==> src/rtl/lenet_argmax_decider.sv <==
// Result consumer for the LeNet-5 pipeline: captures NUM_CLASSES signed scores on a rising
// in_valid and finds the winning class serially, one class per cycle. LENET_TOP2_EN adds runner-up/margin.
module lenet_argmax_decider #(
  parameter int NUM_CLASSES = 10,
  parameter int SCORE_W     = 32
) (
  input  logic                           clk,
  input  logic                           rst,
  input  logic                           in_valid,
  input  logic [NUM_CLASSES*SCORE_W-1:0] scores,
  input  logic                           out_ready,
  output logic                           busy,
  output logic                           out_valid,
  output logic [3:0]                     class_idx,
  output logic signed [SCORE_W-1:0]      max_score
`ifdef LENET_TOP2_EN
  ,
  output logic [3:0]                     second_idx,
  output logic [SCORE_W:0]               margin
`endif
);

  // Output handshake: a result transfers on a cycle where out_valid and out_ready are both
  // high; until then out_valid stays high and every result output is held stable.

  typedef enum logic [1:0] {IDLE, SCAN, HOLD} state_t;

  state_t                     state_q, state_d;
  logic                       prev_v;
  logic                       capture, last, load_result, seed_hi;
  logic [3:0]                 idx_q, best_q, best_d;
  logic signed [SCORE_W-1:0]  score_buf [NUM_CLASSES];
  logic signed [SCORE_W-1:0]  s0, s1, cur, best_val, best_val_d;
`ifdef LENET_TOP2_EN
  logic [3:0]                 second_q, second_d;
  logic signed [SCORE_W-1:0]  second_val, second_val_d;
  logic [SCORE_W:0]           margin_d;
`endif

  assign s0       = scores[SCORE_W-1:0];
  assign s1       = scores[2*SCORE_W-1:SCORE_W];
  assign seed_hi  = s1 > s0;
  assign cur      = score_buf[idx_q];
  assign best_val = score_buf[best_q];
  assign capture  = (state_q == IDLE) && in_valid && !prev_v;
  assign last     = idx_q == 4'(NUM_CLASSES - 1);
  assign busy     = state_q != IDLE;
`ifdef LENET_TOP2_EN
  assign second_val = score_buf[second_q];
  // Both operands widened by one sign bit so the difference always fits.
  assign margin_d   = {best_val_d[SCORE_W-1], best_val_d} - {second_val_d[SCORE_W-1], second_val_d};
`endif

  always_comb begin
    state_d     = state_q;
    load_result = 1'b0;
    best_d      = best_q;
    best_val_d  = best_val;
`ifdef LENET_TOP2_EN
    second_d     = second_q;
    second_val_d = second_val;
`endif
    unique case (state_q)
      IDLE: begin
        // Seed from classes 0 and 1 straight off the input bus; strict compare keeps class 0 on ties.
        best_d     = seed_hi ? 4'd1 : 4'd0;
        best_val_d = seed_hi ? s1 : s0;
`ifdef LENET_TOP2_EN
        second_d     = seed_hi ? 4'd0 : 4'd1;
        second_val_d = seed_hi ? s0 : s1;
`endif
        if (capture) begin
          if (NUM_CLASSES == 2) begin
            state_d     = HOLD;
            load_result = 1'b1;
          end else begin
            state_d = SCAN;
          end
        end
      end
      SCAN: begin
        if (cur > best_val) begin
          best_d     = idx_q;
          best_val_d = cur;
`ifdef LENET_TOP2_EN
          second_d     = best_q;
          second_val_d = best_val;
`endif
        end
`ifdef LENET_TOP2_EN
        else if (cur > second_val) begin
          second_d     = idx_q;
          second_val_d = cur;
        end
`endif
        if (last) begin
          state_d     = HOLD;
          load_result = 1'b1;
        end
      end
      HOLD: begin
        if (out_ready) state_d = IDLE;
      end
      default: state_d = IDLE;
    endcase
  end

  always_ff @(posedge clk) begin
    if (rst) begin
      state_q   <= IDLE;
      prev_v    <= 1'b0;
      idx_q     <= 4'd0;
      best_q    <= 4'd0;
      out_valid <= 1'b0;
      class_idx <= 4'd0;
      max_score <= '0;
`ifdef LENET_TOP2_EN
      second_q   <= 4'd0;
      second_idx <= 4'd0;
      margin     <= '0;
`endif
    end else begin
      state_q <= state_d;
      prev_v  <= in_valid;
      best_q  <= best_d;
`ifdef LENET_TOP2_EN
      second_q <= second_d;
`endif
      if (capture) idx_q <= 4'd2;
      else if (state_q == SCAN && !last) idx_q <= idx_q + 4'd1;
      // The final compare result is registered directly so out_valid rises with it.
      if (load_result) begin
        out_valid <= 1'b1;
        class_idx <= best_d;
        max_score <= best_val_d;
`ifdef LENET_TOP2_EN
        second_idx <= second_d;
        margin     <= margin_d;
`endif
      end else if (state_q == HOLD && out_ready) begin
        out_valid <= 1'b0;
      end
    end
  end

  always_ff @(posedge clk) begin
    if (capture) begin
      for (int k = 0; k < NUM_CLASSES; k++) score_buf[k] <= scores[k*SCORE_W +: SCORE_W];
    end
  end

endmodule

==> config.mk <==
export PLATFORM = sky130hd
export DESIGN_NAME = lenet_argmax_decider
export DESIGN_NICKNAME = d
export VERILOG_FILES = /design/src/rtl/lenet_argmax_decider.sv
export SDC_FILE = /design/constraint.sdc
export NUM_CORES = 1
export LEC_CHECK = 0
export BUFFER_PORTS_ARGS = -buffer_cell sky130_fd_sc_hd__clkbuf_2
export CELL_PAD_IN_SITES_DETAIL_PLACEMENT = 1
export CELL_PAD_IN_SITES_GLOBAL_PLACEMENT = 2
export CORE_MARGIN = 2
export CORE_UTILIZATION = 42
export DETAILED_ROUTE_END_ITERATION = 10
export PLACE_DENSITY = 0.92
export SYNTH_ARGS = -nofsm -noshare
export SYNTH_HDL_FRONTEND = slang
export SYNTH_SLANG_ARGS = --single-unit
==> constraint.sdc <==
create_clock -name clk -period 22.6 [get_ports clk]
set_input_delay 1.13 -clock clk [delete_from_list [all_inputs] [get_ports clk]]
set_output_delay 1.13 -clock clk [all_outputs]
set_load 0.03 [all_outputs]
# Yosys cells after proc, flatten, opt, wreduce, memory -nomap -nowiden
# Memories as Yosys holds them, arrays and structs flattened. A register that Yosys moved wholly into a read port is not among the register bits.
# Cells that the tools add are included.
# totals
regBits,48
mem_bits_rw,320
output_inout_bits,38
memories,1
# memory_table
name,words,word_bits,read_ports,rd_clocked_by_memory_dff,write_ports,line_no,text
score_buf,10,32,2,1,10,32,logic signed [SCORE_W-1:0] score_buf [NUM_CLASSES];
# op_classes
add_sub_neg,1
order_cmp,2
n_eq_ne,6
muxes,19
reduce_logical,12
# ops
op,count
$gt A32 B32 Y1,2
$mux W32,2
$pmux W32 S2,1
$mux W2,5
$mux W4,2
$pmux W4 S2,1
$mux W1,7
$ne A2 B2 Y1 const B,3
$pmux W2 S3,1
$reduce_bool A2 Y1,3
$add A4 B1 Y4 const B,1
$eq A4 B4 Y1 const B,1
$logic_and A1 B1 Y1,4
$reduce_and A3 Y1,1
$eq A2 B1 Y1 const B,1
$eq A2 B2 Y1 const B,1
$logic_not A1 Y1,2
$logic_not A2 Y1,1
$reduce_or A2 Y1,1

# Depth between registers and ports, before layout
# Gate-level depths: netlist (run 1).
# logic_depth
ltp_word,5
depth_mapped,16
depth_no_buf,13

# Worst setup path after synthesis (run 1)
# OpenSTA, ideal clock, no wires.
# synth_timing
path_kind,input port to flip-flop
startpoint,input port in_valid
endpoint,memory score_buf[0][0] (enable)
setup_ns,0.670
arrival_ns,7.784
slack_ns,14.146
stages,2
n_path_buf,0
cell_sequence,or3b_2 -> inv_1
# synth_rtl
element,line_no,text
start: declaration,9,"input logic in_valid,"
end: declaration,32,

==> impl_metrics.json, run 1 <==
{
  "synthSimpleGateAreaFrac": 0.0896,
  "p_per_area_nw_per_um2": 80.7,
  "ant_nets": 0,
  "synth_area_sq_um": 18500,
  "synth_fa_ha_area_frac": 0.0447,
  "clock-sinks": 368,
  "pwr-share-clk": 0.385,
  "met2RoutedLength_um": 27400,
  "cp.arrival_ns": 6.50,
  "rrSetupSlack_ns": 16.60,
  "dieArea_sq_um": 45700,
  "power_frac_comb": 0.157,
  "grt_first_pass_wirelength_um": 80400,
  "critPathKind": "register to register",
  "rr_startpoint": "best_q[0]",
  "finalSetupTns_ns": 0,
  "clockRootBuffer": "clkbuf_16",
  "place_congestion": 0.771,
  "drt_first_pass_iters": 5,
  "critPathCapture": "best_q[3]",
  "final.min_clock_period_ns": 6.00,
  "syn_to_final_growth_pct": 20.0,
  "htree_num_levels": 2,
  "syn_area_per_cell_sq_um": 15.0,
  "power.switching_uw": 469,
  "power.internal_mw": 1.32,
  "sw_frac_of_total": 0.262,
  "synth-xor-area-share": 0.00190,
  "startpoint": "best_q[0]",
  "r2r_end": "best_q[3]",
  "synthFlopType": "edfxtp_1",
  "top_layer": "met4",
  "synth_nets": 1621,
  "antenna_found_initial": 1,
  "cts_resized": 0,
  "min-delay-path-class": "register to register",
  "sequentialPowerShare": 0.458,
  "numCtsBuffers": 43,
  "fin_area_sq_um": 22200,
  "wirelength_um": 53800,
  "worst_pin_slew_ns": 1.21,
  "relSlewSlack": 0.192,
  "yosys_register_bits": 368,
  "initial_utilization": 0.427,
  "synth_top_family_by_area": "multiplexers",
  "skew_ns": 0.0208,
  "fmax_mhz": 167,
  "cellLeakagePower_nw": 8.19,
  "ys_types": 44,
  "status": "finished clean",
  "pin_count": 362,
  "hold_violations": 0,
  "worst_setup_path_start_kind": "register",
  "die_w_um": 214,
  "grt_usage": 0.236,
  "hold_buffers": 0,
  "synth_mux_area_frac": 0.213,
  "drt_iter0_markers": 693,
  "fp-row-count": 76,
  "grt_max_degree": 150,
  "grt_pass1_vias": 13800,
  "async_reset_ff_frac": 0,
  "grt_remaining_overflow": 0,
  "path_max_fanout": 73,
  "clockBufferDepth": 3,
  "cts_setup_buffers": 0,
  "layout-drive-gt1-share": 0.399,
  "period_share": 0.266,
  "place_hpwl_um": 37800,
  "via_per_inst": 5.68,
  "synth-compound-area-share": 0.0516,
  "die_height_um": 214,
  "clk_latency_ns": 0.58,
  "worstPathRequired_ns": 23.09,
  "hold_slack_ns": 0.503,
  "nets": 1952,
  "vias": 12400,
  "wl_met3_um": 3380,
  "slew_viol_final": 0,
  "wl_met1_um": 21700,
  "rsz0062_at_grt": "false",
  "yosysWarnings": 0,
  "synth_cells": 1231,
  "reg2reg_depth": 12,
  "cp-end-kind": "register",
  "finalSetupViolations": 0,
  "max-cap-violations": 0,
  "worst_ir_drop_vdd_mv": 0.0655,
  "core_sq_um": 43300,
  "clkTransAtPathRegs_ns": 0.06,
  "wl_per_cell_um": 24.6,
  "cts_tree": "done",
  "placed_area_sq_um": 20800,
  "yosysSeqAreaShare": 0.572,
  "route.detailed.drc": 0,
  "synth_edf_count": 320,
  "io_buffers": 361
}
==> cell usage after synthesis (2+ instances only) <==
| library cell | instances | area (sq um) |
|---|---|---|
| edfxtp_1 | 320 | 9610 |
| mux4_2 | 128 | 2880 |
| mux2i_1 | 67 | 671 |
| a21oi_1 | 66 | 330 |
| ha_1 | 66 | 826 |
| clkbuf_1 | 55 | 206 |
| nand2_1 | 55 | 206 |
| dfxtp_1 | 48 | 961 |
| nor2_1 | 46 | 173 |
| nor3_1 | 39 | 195 |
| o21ai_0 | 39 | 195 |
| inv_1 | 38 | 143 |
| a211oi_1 | 37 | 278 |
| nor2b_1 | 37 | 231 |
| mux2_2 | 32 | 360 |
| and3_1 | 31 | 194 |
| nor4_2 | 31 | 388 |
| buf_2 | 21 | 105 |
| nand4_1 | 15 | 93.8 |
| buf_1 | 10 | 37.5 |
| nand3_1 | 7 | 35.0 |
| a21o_1 | 4 | 30.0 |
| o211ai_1 | 4 | 30.0 |
| or4_1 | 4 | 30.0 |
| nand2b_1 | 3 | 18.8 |
| nand4b_1 | 3 | 26.3 |
| xor2_1 | 3 | 26.3 |
| a211o_1 | 2 | 17.5 |
| a221oi_1 | 2 | 17.5 |
| nor4_1 | 2 | 12.5 |
| o21a_1 | 2 | 15.0 |
| or4b_1 | 2 | 20.0 |
==> registers in the layout, indices dropped and copies added (netlist names) <==
signal / cells
score_buf: 320
max_score: 32
best_q: 4
class_idx: 4
idx_q: 4
state_q: 2
out_valid: 1
prev_v: 1
==> layout by cell type, fill, tap and decap left out, types with 6 or more instances in the layout <==
cell type  netlist  layout
clkbuf_2         0     360
edfxtp_1       320     320
mux4_2         128     128
mux2i_1         67      67
a21oi_1         66      66
ha_1            66      66
nand2_1         55      54
nor2_1          46      46
clkbuf_16        0      43
dfxtp_1         48      40
o21ai_0         39      39
nor3_1          39      39
nor2b_1         37      37
a211oi_1        37      37
inv_1           38      37
mux2_2          32      32
and3_1          31      31
nor4_2          31      31
nand4_1         15      15
buf_4            0      13
clkbuf_1        55      11
clkinv_1         0      10
nand3_1          7       7
dfxtp_4          0       6
clkinv_2         0       6
==> stage by stage <==
stage | std cells | utilization | worst slack, ns | power (mW)
floorplan | 1231 | - | 14.15 | 1.02
global placement | 2102 | 0.480 | 16.64 | 1.10
detailed placement | 2102 | 0.480 | 16.53 | 1.11
CTS | 2181 | 0.512 | 16.53 | 1.81
global route | 2182 | 0.512 | 16.29 | 1.86
finish | 2183 | 0.512 | 16.60 | 1.79
==> routing by layer <==
layer | GRT usage | up-vias
met4 | 0.0699 | 0
li1 | - | 5577
met3 | 0.0496 | 87
met5 | 0 | -
met1 | 0.294 | 6316
met2 | 0.415 | 410
==> critical path: stages, from the launching register on <==
cell and delay, ns:
dfxtp_4 0.83, buf_4 0.80, mux4_2 0.61, mux2_2 0.28, o21ai_0 0.26, ha_1 0.39, nand4_1 0.39, or4_1 0.71
nor3_1 0.17, a211oi_1 0.08, mux2_4 0.59, or4b_1 0.60, o211ai_1 0.09
==> worst min-delay path by stage <==
stage	from	end	cells past startpoint
after floorplan	prev_v	idx_q[1]	2
after global placement	class_idx[2]	class_idx[2]	2
after detailed placement	class_idx[2]	class_idx[2]	2
after CTS	class_idx[3]	class_idx[3]	2
after global routing	class_idx[2]	class_idx[2]	2
final	class_idx[3]	class_idx[3]	2
==> power by group through the flow <==
stage | Combinational, mW | Sequential [mW] | Clock [mW]
floorplan | 0.203 | 0.821 | 0
global placement | 0.271 | 0.827 | 0
detailed placement | 0.281 | 0.833 | 0
CTS | 0.284 | 0.819 | 0.703
global route | 0.308 | 0.823 | 0.726
finish | 0.281 | 0.818 | 0.689
==> area by class of cell <==
type                       instances  area [sq um]
fill                            4352         21100
sequential                       368         10600
multi-input combinational        738          7400
timing repair buffer             373          1900
clock buffer                      55          1130
tap                              585           732
clock inverter                    24           248
inverter                          38           150
antenna                            2          5.00
==> cell families after synthesis <==
group           after synthesis
simple gates                279
buf+inv                     125
xor+xnor                      4
mux                         228
fa+ha+maj                    66
compound gates              161
flops                       368
Note: power is estimated with default switching activity, not from simulation.
==> run 2, diff against run 1 <==
--- a/config.mk
+++ b/config.mk
@@ -5,13 +5,14 @@
 export SDC_FILE = /design/constraint.sdc
 export NUM_CORES = 1
 export LEC_CHECK = 0
+export ABC_AREA = 1
 export BUFFER_PORTS_ARGS = -buffer_cell sky130_fd_sc_hd__clkbuf_2
 export CELL_PAD_IN_SITES_DETAIL_PLACEMENT = 1
 export CELL_PAD_IN_SITES_GLOBAL_PLACEMENT = 2
 export CORE_MARGIN = 2
-export CORE_UTILIZATION = 42
+export CORE_UTILIZATION = 34
 export DETAILED_ROUTE_END_ITERATION = 10
-export PLACE_DENSITY = 0.92
+export PLACE_DENSITY = 0.86
 export SYNTH_ARGS = -nofsm -noshare
 export SYNTH_HDL_FRONTEND = slang
 export SYNTH_SLANG_ARGS = --single-unit
==> constraint.sdc (replaced) <==
create_clock -name clk -period 5.85 [get_ports clk]
set_input_delay 0.2925 -clock clk [delete_from_list [all_inputs] [get_ports clk]]
set_output_delay 0.2925 -clock clk [all_outputs]
set_load 0.03 [all_outputs]
==> impl_metrics.json, run 2 <==
{
  "status": "finished clean",
  "fillers": 6277,
  "drt_first_pass_iters": 6,
  "yosysWarnings": 0,
  "met2RoutedLength_um": 41200,
  "numCtsBuffers": 44,
  "die_height_um": 239,
  "synth_top_cell_by_area": "edfxtp_1",
  "wirelength_um": 89300,
  "regMostFlops": "score_buf",
  "syn_to_final_growth_pct": 38.0,
  "worst_setup_path_start_kind": "register",
  "slew_viol_final": 0,
  "critPathKind": "register to register",
  "grt_usage": 0.310,
  "skew_ns": 0.0312,
  "place_congestion": 0.896,
  "worst_pin_slew_ns": 1.13,
  "clock-sinks": 368,
  "cp.arrival_ns": 5.24,
  "dieArea_sq_um": 57400,
  "hold_violations": 0,
  "final_common_cell": "clkbuf_2",
  "grt_pass1_vias": 19700,
  "pin_count": 362,
  "finalSetupViolations": 0,
  "period_share": 0.809,
  "clockRootBuffer": "clkbuf_16",
  "io_buffers": 361,
  "synth_nets": 2369,
  "grt_remaining_overflow": 0,
  "antenna_found_initial": 8,
  "synth_top_area_frac": 0.510,
  "synth.top_cells.by_count": "edfxtp_1 (320), nand2_1 (285), nor2_1 (285)",
  "max-cap-violations": 0,
  "synth_most_common_cell": "edfxtp_1",
  "min-delay-path-class": "input pin to register",
  "cellLeakagePower_nw": 10.9,
  "async_reset_ff_frac": 0,
  "relSlewSlack": 0.249,
  "synthFlopType": "edfxtp_1",
  "synth_area_leaders": "edfxtp_1 (51%), o21ai_0 (6.9%), nand2_1 (5.7%)",
  "yosys_register_bits": 368,
  "ys_types": 40,
  "crit_top_cell": "nand2_1",
  "final.min_clock_period_ns": 4.73,
  "wl_met1_um": 36100,
  "die_w_um": 239,
  "p_per_area_nw_per_um2": 326,
  "drt_iter0_markers": 1982,
  "fp-row-count": 86,
  "clk_latency_ns": 0.59,
  "synth_cells": 1979,
  "clockBufferDepth": 3,
  "wl_met3_um": 7120,
  "vias": 19000,
  "grt_first_pass_wirelength_um": 130000,
  "initial_utilization": 0.343,
  "top_layer": "met5",
  "yosysSeqAreaShare": 0.561,
  "fin_area_sq_um": 26000,
  "fmax_mhz": 211,
  "finalSetupTns_ns": 0,
  "path_max_fanout": 58,
  "largest_reg_flops": 320,
  "cp_slowest_cell": "dfxtp_4",
  "largest_registers": "score_buf: 320 flops, max_score: 32 flops",
  "cp_cell_sequence": "inv_4 > nand2_4 > buf_4 > o221ai_1 > o221ai_1 > nand2_1 > inv_1 > ha_1 > a21oi_1 > o21ai_0 > a21oi_1 > nand2_1 > nand2_2 > nand2_1 > nand2_2 > nand3_2 > inv_2 > nand2_1 > a21o_1 > inv_1",
  "layout-drive-gt1-share": 0.197,
  "cp_slowest_stage_delay_ns": 0.59,
  "nets": 2991,
  "placed_area_sq_um": 21300,
  "grt_max_degree": 146,
  "route.detailed.drc": 0,
  "ant_nets": 0,
  "rsz0062_at_grt": "false",
  "layout_common_cells": "clkbuf_2 (361), dlygate4sd3_1 (320), edfxtp_1 (320)",
  "synth_area_sq_um": 18900,
  "htree_num_levels": 2,
  "cp-end-kind": "register",
  "worst_ir_drop_vdd_mv": 0.266,
  "syn_area_per_cell_sq_um": 9.53,
  "clkTransAtPathRegs_ns": 0.06,
  "via_per_inst": 5.61,
  "core_sq_um": 55000,
  "worstPathRequired_ns": 6.36,
  "synth_edf_count": 320,
  "cts_tree": "done",
  "wl_per_cell_um": 26.3,
  "cts_setup_buffers": 0,
  "place_hpwl_um": 57900
}
==> run 2: changes by cell type in the layout (fill, tap and decap cells not counted), sizes merged, moves of 82 or more <==
cell / change
dlygate4sd3: +320
inv: +114
mux4: -128
nand2: +234
nor2: +243
o21ai: +224
o221ai: +82
==> run 2: final timing paths <==
path / cells past startpoint / slack, ns / to / startpoint
worst max register to register: 20 / 1.12 / max_score[1] / idx_q[0]
worst max-delay path: 20 / 1.12 / max_score[1] / idx_q[0]
worst min-delay path: 3 / 0.02 / prev_v / in_valid
worst min register to register: 2 / 0.47 / out_valid / out_valid
==> run 2: critical path: cells and delay by family, from the launching register on <==
kind	cells	cell delay (ns)
AO/OA/AOI/OAI	6	1.46
adder cells (fa/ha/maj)	1	0.25
buffers and inverters	5	1.36
flip-flops	1	0.59
AND/OR/NAND/NOR	8	0.96
==> run 2: cell families after synthesis <==
| kind of cell | after synthesis | share of synthesized area |
|---|---|---|
| xor gates and xnor gates | 1 | 0.000465 |
| AOI/OAI and AO/OA | 614 | 0.197 |
| DFF | 368 | 0.561 |
| buffers and inverters | 290 | 0.0635 |
| adders and majority gates | 66 | 0.0438 |
| and+or+nand+nor | 640 | 0.134 |
==> run 2: cell type report <==
cell class | instances | area, sq um | area share
well taps | 748 | 936 | 0.0360
multi-input cells | 1321 | 7110 | 0.273
inverters | 152 | 578 | 0.0222
repair buffers | 714 | 5350 | 0.205
clock inverters | 30 | 327 | 0.0126
flip-flops and latches | 368 | 10600 | 0.407
diodes | 8 | 20.0 | 0.000769
clock buffers | 49 | 1120 | 0.0430
==> run 2: where the power goes <==
part           switching [mW]  leakage (nW)  internal (mW)
Clock                    1.20         0.703           1.65
Sequential              0.108          3.42           3.04
Combinational            1.69          6.80          0.791
Total                    2.99          10.9           5.48
==> run 2: stage by stage <==
| stage | util | instances | power (mW) | worst slack (ns) | hold slack (ns) |
|---|---|---|---|---|---|
| 2_1_floorplan | - | 1979 | 4.56 | -2.97 | 0.391 |
| 3_3_place_gp | 0.388 | 2983 | 5.36 | 1.40 | 0.450 |
| 3_5_place_dp | 0.388 | 2983 | 5.41 | 1.24 | 0.469 |
| 4_1_cts | 0.473 | 3382 | 8.38 | 1.18 | 0.00162 |
| 5_1_grt | 0.473 | 3386 | 8.80 | 0.871 | 0.0439 |
| 6_report | 0.473 | 3390 | 8.47 | 1.12 | 0.0248 |
==> run 2: routing by layer <==
| metal | GRT usage | vias to the layer above |
|---|---|---|
| met2 | 0.493 | 1038 |
| met4 | 0.153 | 4 |
| met3 | 0.0569 | 244 |
| li1 | - | 8329 |
| met5 | 0 | - |
| met1 | 0.405 | 9406 |
==> run 2: what timing repair did <==
action | 4_1_cts | 5_1_grt
gates resized for setup | 0 | 0
hold buffers | 320 | 0
hold endpoints to repair | 320 | 0
==> run 3, diff against run 2 <==
--- a/config.mk
+++ b/config.mk
@@ -10,9 +10,9 @@
 export CELL_PAD_IN_SITES_DETAIL_PLACEMENT = 1
 export CELL_PAD_IN_SITES_GLOBAL_PLACEMENT = 2
 export CORE_MARGIN = 2
-export CORE_UTILIZATION = 34
+export CORE_UTILIZATION = 31
 export DETAILED_ROUTE_END_ITERATION = 10
-export PLACE_DENSITY = 0.86
+export PLACE_DENSITY = 0.82
 export SYNTH_ARGS = -nofsm -noshare
 export SYNTH_HDL_FRONTEND = slang
 export SYNTH_SLANG_ARGS = --single-unit
==> constraint.sdc (replaced) <==
create_clock -name clk -period 3.8 [get_ports clk]
set_input_delay 0.19 -clock clk [delete_from_list [all_inputs] [get_ports clk]]
set_output_delay 0.19 -clock clk [all_outputs]
set_load 0.03 [all_outputs]
==> impl_metrics.json, run 3 (synthesis gave the netlist of run 2 again) <==
{
  "status": "finished clean",
  "pwr-share-clk": 0.327,
  "place_hpwl_um": 61000,
  "grt_pass1_vias": 19500,
  "cp_cell_sequence": "inv_4 > buf_12 > o21ai_0 > o22ai_2 > o211ai_1 > nand2_1 > inv_1 > ha_1 > a21oi_1 > o21ai_0 > a21oi_1 > nand2_1 > nand2_2 > nand2_1 > nand2_2 > nand3_2 > buf_4 > buf_12 > a21oi_1 > a21o_1 > inv_1",
  "via_per_inst": 5.43,
  "worst_ir_drop_vdd_mv": 0.331,
  "clk_latency_ns": 0.61,
  "syn_to_final_growth_pct": 41.6,
  "cp.arrival_ns": 4.10,
  "layout_common_cells": "clkbuf_2 (361), dlygate4sd3_1 (322), edfxtp_1 (320)",
  "cp-end-kind": "register",
  "cts_tree": "done",
  "vias": 18800,
  "wirelength_um": 90400,
  "ant_nets": 0,
  "critPathKind": "register to register",
  "largest_registers": "score_buf: 320 flops, max_score: 32 flops",
  "cp_slowest_cell": "dfxtp_4",
  "fmax_mhz": 278,
  "route.detailed.drc": 0,
  "largest_reg_flops": 320,
  "core_sq_um": 60200,
  "die_height_um": 251,
  "drt_first_pass_iters": 5,
  "numCtsBuffers": 44,
  "sw_frac_of_total": 0.350,
  "slew_viol_final": 0,
  "grt_first_pass_wirelength_um": 130000,
  "pin_count": 362,
  "power.internal_mw": 8.73,
  "min-delay-path-class": "input pin to register",
  "sequentialPowerShare": 0.363,
  "grt_max_degree": 157,
  "die_w_um": 251,
  "io_buffers": 361,
  "worst_setup_path_start_kind": "register",
  "initial_utilization": 0.313,
  "fin_cells": 3460,
  "fp-row-count": 90,
  "wl_per_cell_um": 26.1,
  "critical_path_buf_inv_count": 6,
  "path_max_fanout": 31,
  "relSlewSlack": 0.310,
  "finalSetupViolations": 0,
  "power_frac_comb": 0.311,
  "dieArea_sq_um": 62800,
  "grt_usage": 0.280,
  "drt_iter0_markers": 1659,
  "clock-sinks": 368,
  "worst_pin_slew_ns": 1.03,
  "grt_remaining_overflow": 0,
  "htree_num_levels": 2,
  "max-cap-violations": 0,
  "clockRootBuffer": "clkbuf_16",
  "layout-drive-gt1-share": 0.214,
  "hold_violations": 0,
  "finalSetupTns_ns": 0,
  "worstPathRequired_ns": 4.30,
  "cellLeakagePower_nw": 11.2,
  "final_common_cell": "clkbuf_2",
  "p_per_area_nw_per_um2": 503,
  "skew_ns": 0.0202,
  "cp_slowest_stage_delay_ns": 0.45,
  "nets": 3034,
  "power.switching_mw": 4.70,
  "clockBufferDepth": 3,
  "place_congestion": 0.887,
  "period_share": 0.948,
  "clkTransAtPathRegs_ns": 0.06,
  "dp_cells": 3055,
  "path_delay_family": "compound AO/OA/AOI/OAI gates",
  "rsz0062_at_grt": "true",
  "regMostFlops": "score_buf",
  "antenna_found_initial": 3,
  "final.min_clock_period_ns": 3.60
}
==> run 3: final timing paths <==
check / startpoint / to / slack [ns] / cells after the start
max: best_q[0] / max_score[1] / 0.20 / 21
min: rst / prev_v / 0.24 / 2
max reg2reg: best_q[0] / max_score[1] / 0.20 / 21
min reg2reg: out_valid / out_valid / 0.50 / 2
==> run 3: worst reg2reg max path: stages (launching register included) <==
cell	delay (ns)
dfxtp_4	0.45
inv_4	0.12
buf_12	0.19
o21ai_0	0.22
o22ai_2	0.14
o211ai_1	0.35
nand2_1	0.15
inv_1	0.09
ha_1	0.24
a21oi_1	0.23
o21ai_0	0.12
a21oi_1	0.16
nand2_1	0.10
nand2_2	0.08
nand2_1	0.06
nand2_2	0.07
nand3_2	0.09
buf_4	0.17
buf_12	0.15
a21oi_1	0.16
a21o_1	0.14
inv_1	0.03
==> run 3: stage by stage <==
stage	utilization	power, mW	hold slack [ns]	setup WS (ns)	area (sq um)
after detailed placement	0.363	8.69	0.369	-0.115	21900
after global routing	0.443	14.0	0.270	-0.00400	26700
after floorplan	-	7.03	0.289	-5.02	18900
after global placement	0.363	8.61	0.369	-0.0136	21900
after CTS	0.440	13.3	0.200	0.000351	26500
final	0.443	13.4	0.238	0.199	26700
==> run 3: timing repair <==
action	in CTS	in global routing
hold buffers	322	0
endpoints found under the hold margin	323	0
cloned	0	2
buffers inserted	0	1
pin swaps	0	2
gates resized for setup	1	22
setup endpoints to repair	22	40
==> run 3: power groups by stage <==
stage	registers [mW]	logic (mW)	clock network (mW)
after floorplan	4.88	2.15	0
after global placement	4.94	3.67	0
after detailed placement	4.94	3.75	0
after CTS	4.86	4.04	4.40
after global routing	4.88	4.50	4.58
final	4.87	4.17	4.39
==> run 3: cell type report <==
class	instances	area, sq um
Clock inverter	25	285
Timing Repair Buffer	757	5920
Antenna cell	2	5.00
Sequential cell	368	10600
Inverter	152	578
Multi-Input combinational cell	1321	7200
Tap cell	782	978
Fill cell	6792	33500
Clock buffer	53	1160
==> run 3: layer usage <==
layer | up-vias | GRT usage | wire length [um]
met3 | 166 | 0.0338 | 6020
met4 | 2 | 0.112 | 3610
met1 | 9355 | 0.373 | 37600
li1 | 8412 | - | -
met5 | - | 0 | 14
met2 | 841 | 0.463 | 43200
